## src/rtl/shift_reg_pkg.sv

```systemverilog
// rtl/shift_reg_pkg.sv - mode encodings and mode classification helpers for universal_shift_reg
package shift_reg_pkg;

  localparam logic [2:0] MODE_HOLD  = 3'b000;
  localparam logic [2:0] MODE_SHL   = 3'b001;
  localparam logic [2:0] MODE_SHR   = 3'b010;
  localparam logic [2:0] MODE_ROL   = 3'b011;
  localparam logic [2:0] MODE_ROR   = 3'b100;
  localparam logic [2:0] MODE_LOAD  = 3'b101;
  localparam logic [2:0] MODE_SET1  = 3'b110;
  localparam logic [2:0] MODE_CLEAR = 3'b111;

  // Shifts and rotates advance the frame counter.
  function automatic logic is_shift_op(input logic [2:0] mode);
    return (mode == MODE_SHL) || (mode == MODE_SHR) ||
           (mode == MODE_ROL) || (mode == MODE_ROR);
  endfunction

  // Whole-word writes restart the frame.
  function automatic logic is_restart_op(input logic [2:0] mode);
    return (mode == MODE_LOAD) || (mode == MODE_SET1) || (mode == MODE_CLEAR);
  endfunction

endpackage

```

## src/rtl/universal_shift_reg_frame_counter.sv

```systemverilog
// rtl/universal_shift_reg_frame_counter.sv - counts shift ops per frame, pulses done on wrap
module frame_counter #(
  parameter int FRAME_LEN = 8,
  parameter int CW        = 4
) (
  input  logic          clk,
  input  logic          reset,
  input  logic          inc_i,
  input  logic          clr_i,
  output logic [CW-1:0] count_o,
  output logic          done_o
);

  localparam logic [CW-1:0] LAST = CW'(FRAME_LEN - 1);

  logic [CW-1:0] count_q, count_d;
  logic          done_q, done_d;

  // done is only ever a single-cycle echo of the wrapping increment.
  always_comb begin
    count_d = count_q;
    done_d  = 1'b0;
    if (clr_i) begin
      count_d = '0;
    end else if (inc_i) begin
      if (count_q == LAST) begin
        count_d = '0;
        done_d  = 1'b1;
      end else begin
        count_d = count_q + CW'(1);
      end
    end
  end

  always_ff @(posedge clk) begin
    if (reset) begin
      count_q <= '0;
      done_q  <= 1'b0;
    end else begin
      count_q <= count_d;
      done_q  <= done_d;
    end
  end

  assign count_o = count_q;
  assign done_o  = done_q;

endmodule

```

## src/rtl/universal_shift_reg.sv

```systemverilog
// rtl/universal_shift_reg.sv - universal shift/rotate/load register with frame counter
module universal_shift_reg
  import shift_reg_pkg::*;
#(
  parameter int WIDTH     = 8,
  parameter int STEP      = 1,
  parameter int FRAME_LEN = WIDTH / STEP
) (
  input  logic                             clk,
  input  logic                             reset,
  input  logic                             enable,
  input  logic [2:0]                       mode,
  input  logic [STEP-1:0]                  ser_in_lsb,
  input  logic [STEP-1:0]                  ser_in_msb,
  input  logic [WIDTH-1:0]                 parallel_in,
  output logic [WIDTH-1:0]                 data_out,
  output logic [STEP-1:0]                  ser_out_msb,
  output logic [STEP-1:0]                  ser_out_lsb,
  output logic [$clog2(FRAME_LEN+1)-1:0]   shift_count,
  output logic                             frame_done
);

  localparam int CW = $clog2(FRAME_LEN + 1);

  if (WIDTH < 2 || STEP < 1 || STEP >= WIDTH || FRAME_LEN < 1) begin : g_param_check
    $error("universal_shift_reg: need WIDTH>=2, 1<=STEP<WIDTH, FRAME_LEN>=1");
  end

  logic [WIDTH-1:0] data_q, data_d;

  always_comb begin
    data_d = data_q;
    if (enable) begin
      case (mode)
        MODE_SHL:   data_d = {data_q[WIDTH-STEP-1:0], ser_in_lsb};
        MODE_SHR:   data_d = {ser_in_msb, data_q[WIDTH-1:STEP]};
        MODE_ROL:   data_d = {data_q[WIDTH-STEP-1:0], data_q[WIDTH-1 -: STEP]};
        MODE_ROR:   data_d = {data_q[STEP-1:0], data_q[WIDTH-1:STEP]};
        MODE_LOAD:  data_d = parallel_in;
        MODE_SET1:  data_d = '1;
        MODE_CLEAR: data_d = '0;
        default:    data_d = data_q;
      endcase
    end
  end

  always_ff @(posedge clk) begin
    if (reset) data_q <= '0;
    else       data_q <= data_d;
  end

  frame_counter #(
    .FRAME_LEN (FRAME_LEN),
    .CW        (CW)
  ) u_frame_counter (
    .clk     (clk),
    .reset   (reset),
    .inc_i   (enable && is_shift_op(mode)),
    .clr_i   (enable && is_restart_op(mode)),
    .count_o (shift_count),
    .done_o  (frame_done)
  );

  assign data_out    = data_q;
  assign ser_out_msb = data_q[WIDTH-1 -: STEP];
  assign ser_out_lsb = data_q[STEP-1:0];

endmodule
```

## config.mk

```make
export PLATFORM = sky130hd
export DESIGN_NAME = universal_shift_reg
export DESIGN_NICKNAME = d
export VERILOG_FILES = /design/src/rtl/shift_reg_pkg.sv /design/src/rtl/universal_shift_reg_frame_counter.sv /design/src/rtl/universal_shift_reg.sv
export SDC_FILE = /design/constraint.sdc
export NUM_CORES = 1
export LEC_CHECK = 0
export ABC_AREA = 1
export BUFFER_PORTS_ARGS = -buffer_cell sky130_fd_sc_hd__buf_2
export CORE_MARGIN = 1.5
export CORE_UTILIZATION = 54
export CTS_BUF_LIST = sky130_fd_sc_hd__clkbuf_4 sky130_fd_sc_hd__clkbuf_8
export DETAILED_ROUTE_END_ITERATION = 10
export PLACE_DENSITY_LB_ADDON = 0.2
export SKIP_CTS_REPAIR_TIMING = 1
export SLEW_MARGIN = 10
export SYNTH_ARGS = -nofsm -noshare
export SYNTH_HDL_FRONTEND = slang
export SYNTH_SLANG_ARGS = --single-unit
```

## constraint.sdc

```tcl
create_clock -name clk -period 1.6 [get_ports clk]
set_input_delay 0.32 -clock clk [delete_from_list [all_inputs] [get_ports clk]]
set_output_delay 0.32 -clock clk [all_outputs]
set_load 0.005 [all_outputs]
```

---- Yosys cells after proc, flatten, opt, wreduce, memory -nomap -nowiden ----
Cells that the tools add are included.
word-level totals
  register bits after elaboration ......... 13
  logic and storage cells ................. 27
  output and inout bits ................... 15
  bits of input ports ..................... 16
cells by class
  mux-type cells .......................... 3
  bitwise gates (word level) .............. 1
  eq/ne operators ......................... 8
  add/subtract/negate cells ............... 1
  reductions and logical operators ........ 11
operator list
  kind                                                                   count
  8-bit case mux with 7 select lines                                     1
  3-bit equality test, second input constant                             4
  7-bit nonzero test                                                     1
  3-bit by 2-bit equality test with 1-bit output, second input constant  2
  1-bit logical OR                                                       5
  4-bit by 1-bit adder with 4-bit output, second input constant          1
  4-bit by 3-bit equality test with 1-bit output, second input constant  1
  4-bit two-way mux                                                      1
  3-bit by 1-bit equality test with 1-bit output, second input constant  1
  3-bit OR reduction                                                     1
  1-bit logical AND                                                      2
  2-bit AND reduction                                                    1
  2-bit OR reduction                                                     1
  1-bit two-way mux                                                      1
  1-bit NOT                                                              1

---- Longest topological paths before layout ----
  depth after elaboration ................. 7
  depth in mapped cells ................... 9
  depth with buffers taken out ............ 8

---- Hierarchy ----
A second synthesis with hierarchy kept.
second synthesis, totals
  cell total of the unflattened synthesis .. 118
  area, all modules ....................... 828.3 um^2
by module, submodules not included
  module               seq. area each (um^2)  cells an instance  area an instance (um^2)  instances
  universal_shift_reg  160.2                  92                 605.6                    1
  frame_counter        100.1                  26                 222.7                    1

---- Least setup slack after synthesis ----
Ideal clock, no wire load.
  path kind ............................... in2reg
  start ................................... input mode[2]
  end ..................................... register data_q[1] (netlist: data_out[1])
  path buffers ............................ 2
  library setup time ...................... 0.117 ns
  data arrival time ....................... 1.013 ns
  setup slack ............................. 0.470 ns
  cell stages on the path ................. 8
  data required time ...................... 1.483 ns
  cell sequence ........................... buf_6 -> inv_2 -> nand2_2 -> nand2_2 -> inv_2 -> buf_6 -> o21ai_0 -> nor2_1
on the way
  longest elaborated chain between the ends .. 3
  elaborated cells between the ends (all ways) .. 10
  those cells by class .................... eq/ne: 7; mux: 1; reduce/logical: 2
ends and longest elaborated chain
  what                                                                    line                       source
  start, declared                                                         universal_shift_reg.sv:12  input logic [2:0] mode,
  3-bit by 1-bit equality test with 1-bit output (tied with other cells)  universal_shift_reg.sv:34  case (mode)
  7-bit nonzero test (no line)                                            --
  2-bit AND reduction (no line)                                           --
  end signal, assigned                                                    universal_shift_reg.sv:49  else data_q <= data_d;
  end, declared                                                           universal_shift_reg.sv:29  logic [WIDTH-1:0] data_q, data_d;
Several ways; a longest one is shown, not always the timed one.
A chain may end at the register's enable or synchronous reset.

---- Worst setup path after layout ----
  start ................................... register u_frame_counter.count_q[2] (netlist: u_frame_counter.count_o[2])
  end ..................................... output shift_count[2]
RTL lines
  what                    line                                     source
  start, declared         universal_shift_reg_frame_counter.sv:16  logic [CW-1:0] count_q, count_d;
  start signal, assigned  universal_shift_reg_frame_counter.sv:40  count_q <= count_d;
  end, declared           universal_shift_reg.sv:19                output logic [$clog2(FRAME_LEN+1)-1:0] shift_count,
No word-level cell between the ends.

==> results_dict.tcl <==
set metrics [dict create \
    antenna_found_initial 0 \
    seqPwrFrac_pct 48.9 \
    cp_top_family "flip-flops" \
    max_slew_margin_pct 67.4 \
    finalPower_uw 739 \
    crit_arrival_ns 0.85 \
    viasPerCell 5.34 \
    synth.largest_area_cell "dfxtp_1" \
    wirelength_um 2000 \
    cp_slowest_stage_delay_ns 0.43 \
    worst_setup_path_end_kind "primary output" \
    htree_levels 1 \
    p_sw_share_pct 29.7 \
    status "complete, no violations" \
    grt_usage_pct 22.5 \
    die-height_um 42.5 \
    p_leak_nw 0.533 \
    drtAntennaViolNets 0 \
    max_freq_mhz 852 \
    n_antenna_cell 0 \
    wl_per_cell_um 11.1 \
    syn_area_um2 842 \
    cts_tree "yes" \
    path_class "reg -> out" \
    grt_pass1_wl_um 3150 \
    crit_required_ns 1.28 \
    worst_pin_slew_ns 0.486 \
    clockBufferDepth 2 \
    synth_nets 153 \
    clkSinkCount 13 \
    syn_inst 136 \
    grt_pass1_vias 791 \
    power_switching_uw 219 \
    period_minus_slack_ns 1.17 \
    rsz0062_at_grt "false" \
    reg2reg_depth 6 \
    setup_viol 0 \
    cellPowerDensity_mw_per_mm2 741 \
    fin_worst_skew_ns 0.00169 \
    instances_no_fill 181 \
    path_clk_slew_ns 0.08 \
    power_frac_clock_pct 29.6 \
    design.die.area_mm2 0.00181 \
    timing.final.crit_share_pct 73.4 \
    critPathSlowestCell "dfxtp_1" \
    startpoint_type "flip-flop" \
    crit_chain "buf_2" \
    slew_violations 0 \
    drcViolationCount 0 \
    yosysWarnings 0 \
    yosysMostFrequentCell "nand2_1" \
    ys_seq_area_share_pct 30.9 \
    tns_ns 0 \
    dp.cells 177 \
    synth_edf_count 0 \
    grt_max_degree 16 \
    clock_latency_ns 0.27 \
    synth_top_area_share_pct 30.9 \
    gp_congestion 0.861 \
    core-area_mm2 0.00149 \
    drtIter0Drc 29 \
    finalNetCount 183 \
    start_util_pct 56.6 \
    yosys_most_used_dff "dfxtp_1" \
    r2r_end "u_frame_counter.count_o[3]$_SDFFE_PP0P_" \
    dpl.hpwl_um 1480 \
    top_level_ports 31 \
    first_pass_iters 4 \
    cp_num_buf_inv 1 \
    async_flop_share_pct 0 \
    hold_violations 0 \
    p_int_uw 519 \
    overflow 0 \
    holdCritPathClass "in -> reg" \
    r2r_slack_ns 0.43 \
    hold_path_depth 2 \
    dr_total_vias 967 \
    clockRootBuffer "clkbuf_4" \
    synthToLayoutAreaGrowth_pct 18.4 \
    port_buffers 30 \
    cap_violations 0 \
    cts_inserted_buffers 3 \
    combPwrFrac_pct 21.5 \
    yosys-top-cells-count "37 x nand2_1, 22 x nor2_1, 13 x dfxtp_1, 13 x nand3_1, 11 x nand4_1" \
    hp-start "reset" \
    holdPathEnd "u_frame_counter.done_o$_SDFF_PP0_" \
    ys_top_cells_by_area "dfxtp_1 31%, nand2_1 16%, nor2_1 9.8%, nand4_1 8.2%, nand3_1 7.7%" \
    cp_max_fo 6 \
    ys_types 18 \
    synth_seq_cells 13 \
    r2r-start "u_frame_counter.count_o[1]$_SDFFE_PP0P_" \
    die_x_um 42.5 \
    syn_area_per_cell_um2 6.19 \
    final_core_util_pct 67.0 \
    drive_above_1_share_pct 26.1 \
    vdd_drop_max_uv 468 \
    rows 14 \
]
## sequential cells by signal (all words and copies together) (netlist names)
name and flops:
data_out 8, u_frame_counter.count_o 4, u_frame_counter.done_o 1
## area by class of cell
class / instances / area [um^2]
Inverter: 12 / 45.0
Tap cell: 16 / 20.0
Clock buffer: 4 / 30.0
Sequential cell: 13 / 260
Timing Repair Buffer: 30 / 150
Multi-Input combinational cell: 106 / 492
Fill cell: 148 / 492
## kinds of logic (layout without fill, tap and decap cells)
logic type | count (synthesis) | count (layout) | share of synthesized area, %
AOI/OAI and AO/OA | 14 | 14 | 8.62
xor gates and xnor gates | 1 | 1 | 1.04
adders and majority gates | 1 | 1 | 1.49
buffers and inverters | 17 | 46 | 10.7
DFF | 13 | 13 | 30.9
and+or+nand+nor | 90 | 90 | 47.3
## stage by stage
step / setup WS [ns] / area (um^2) / hold slack [ns]
after floorplan: 0.470 / 842 / 0.399
after global placement: 0.323 / 967 / 0.491
after detailed placement: 0.279 / 967 / 0.499
after CTS: 0.421 / 997 / 0.238
after global routing: 0.385 / 997 / 0.251
final: 0.426 / 997 / 0.242
## cell usage in the layout, fill, tap and decap left out
master    count
nand2_1      37
buf_2        30
nor2_1       22
nand3_1      13
dfxtp_1      13
nand4_1      11
inv_1         9
o21ai_0       6
nand2_2       5
a21oi_1       5
clkbuf_4      4
inv_2         3
o21ai_1       2
nor2_2        1
xor2_1        1
o31ai_1       1
nor3_1        1
ha_1          1
## worst max path at each step
stage,startpoint,to,slack [ns],depth (start not counted)
global placement,mode[2],u_frame_counter.count_o[2]$_SDFFE_PP0P_,0.32,4
finish,u_frame_counter.count_o[2]$_SDFFE_PP0P_,shift_count[2],0.43,1
global route,u_frame_counter.count_o[2]$_SDFFE_PP0P_,shift_count[2],0.38,1
detailed placement,mode[2],u_frame_counter.count_o[0]$_SDFFE_PP0P_,0.28,4
floorplan,mode[2],data_out[1]$_SDFFE_PP0P_,0.47,8
CTS,u_frame_counter.count_o[2]$_SDFFE_PP0P_,shift_count[2],0.42,1
## power groups by stage
stage	Clock (mW)	Combinational (mW)	Sequential [mW]
final	0.219	0.159	0.361
after floorplan	0	0.108	0.367
after CTS	0.227	0.158	0.361
after detailed placement	0	0.158	0.368
after global placement	0	0.156	0.367
after global routing	0.240	0.179	0.364
## layer usage
metal | share of wire [%] | global-route usage (%) | vias up
met1 | 46 | 29.4 | 424
met2 | 47 | 37.2 | 37
met5 | 0 | 0 | -
li1 | - | - | 504
met3 | 6.9 | 3.88 | 2
met4 | 0.40 | 7.50 | 0
(Power assumes the default switching activity.)
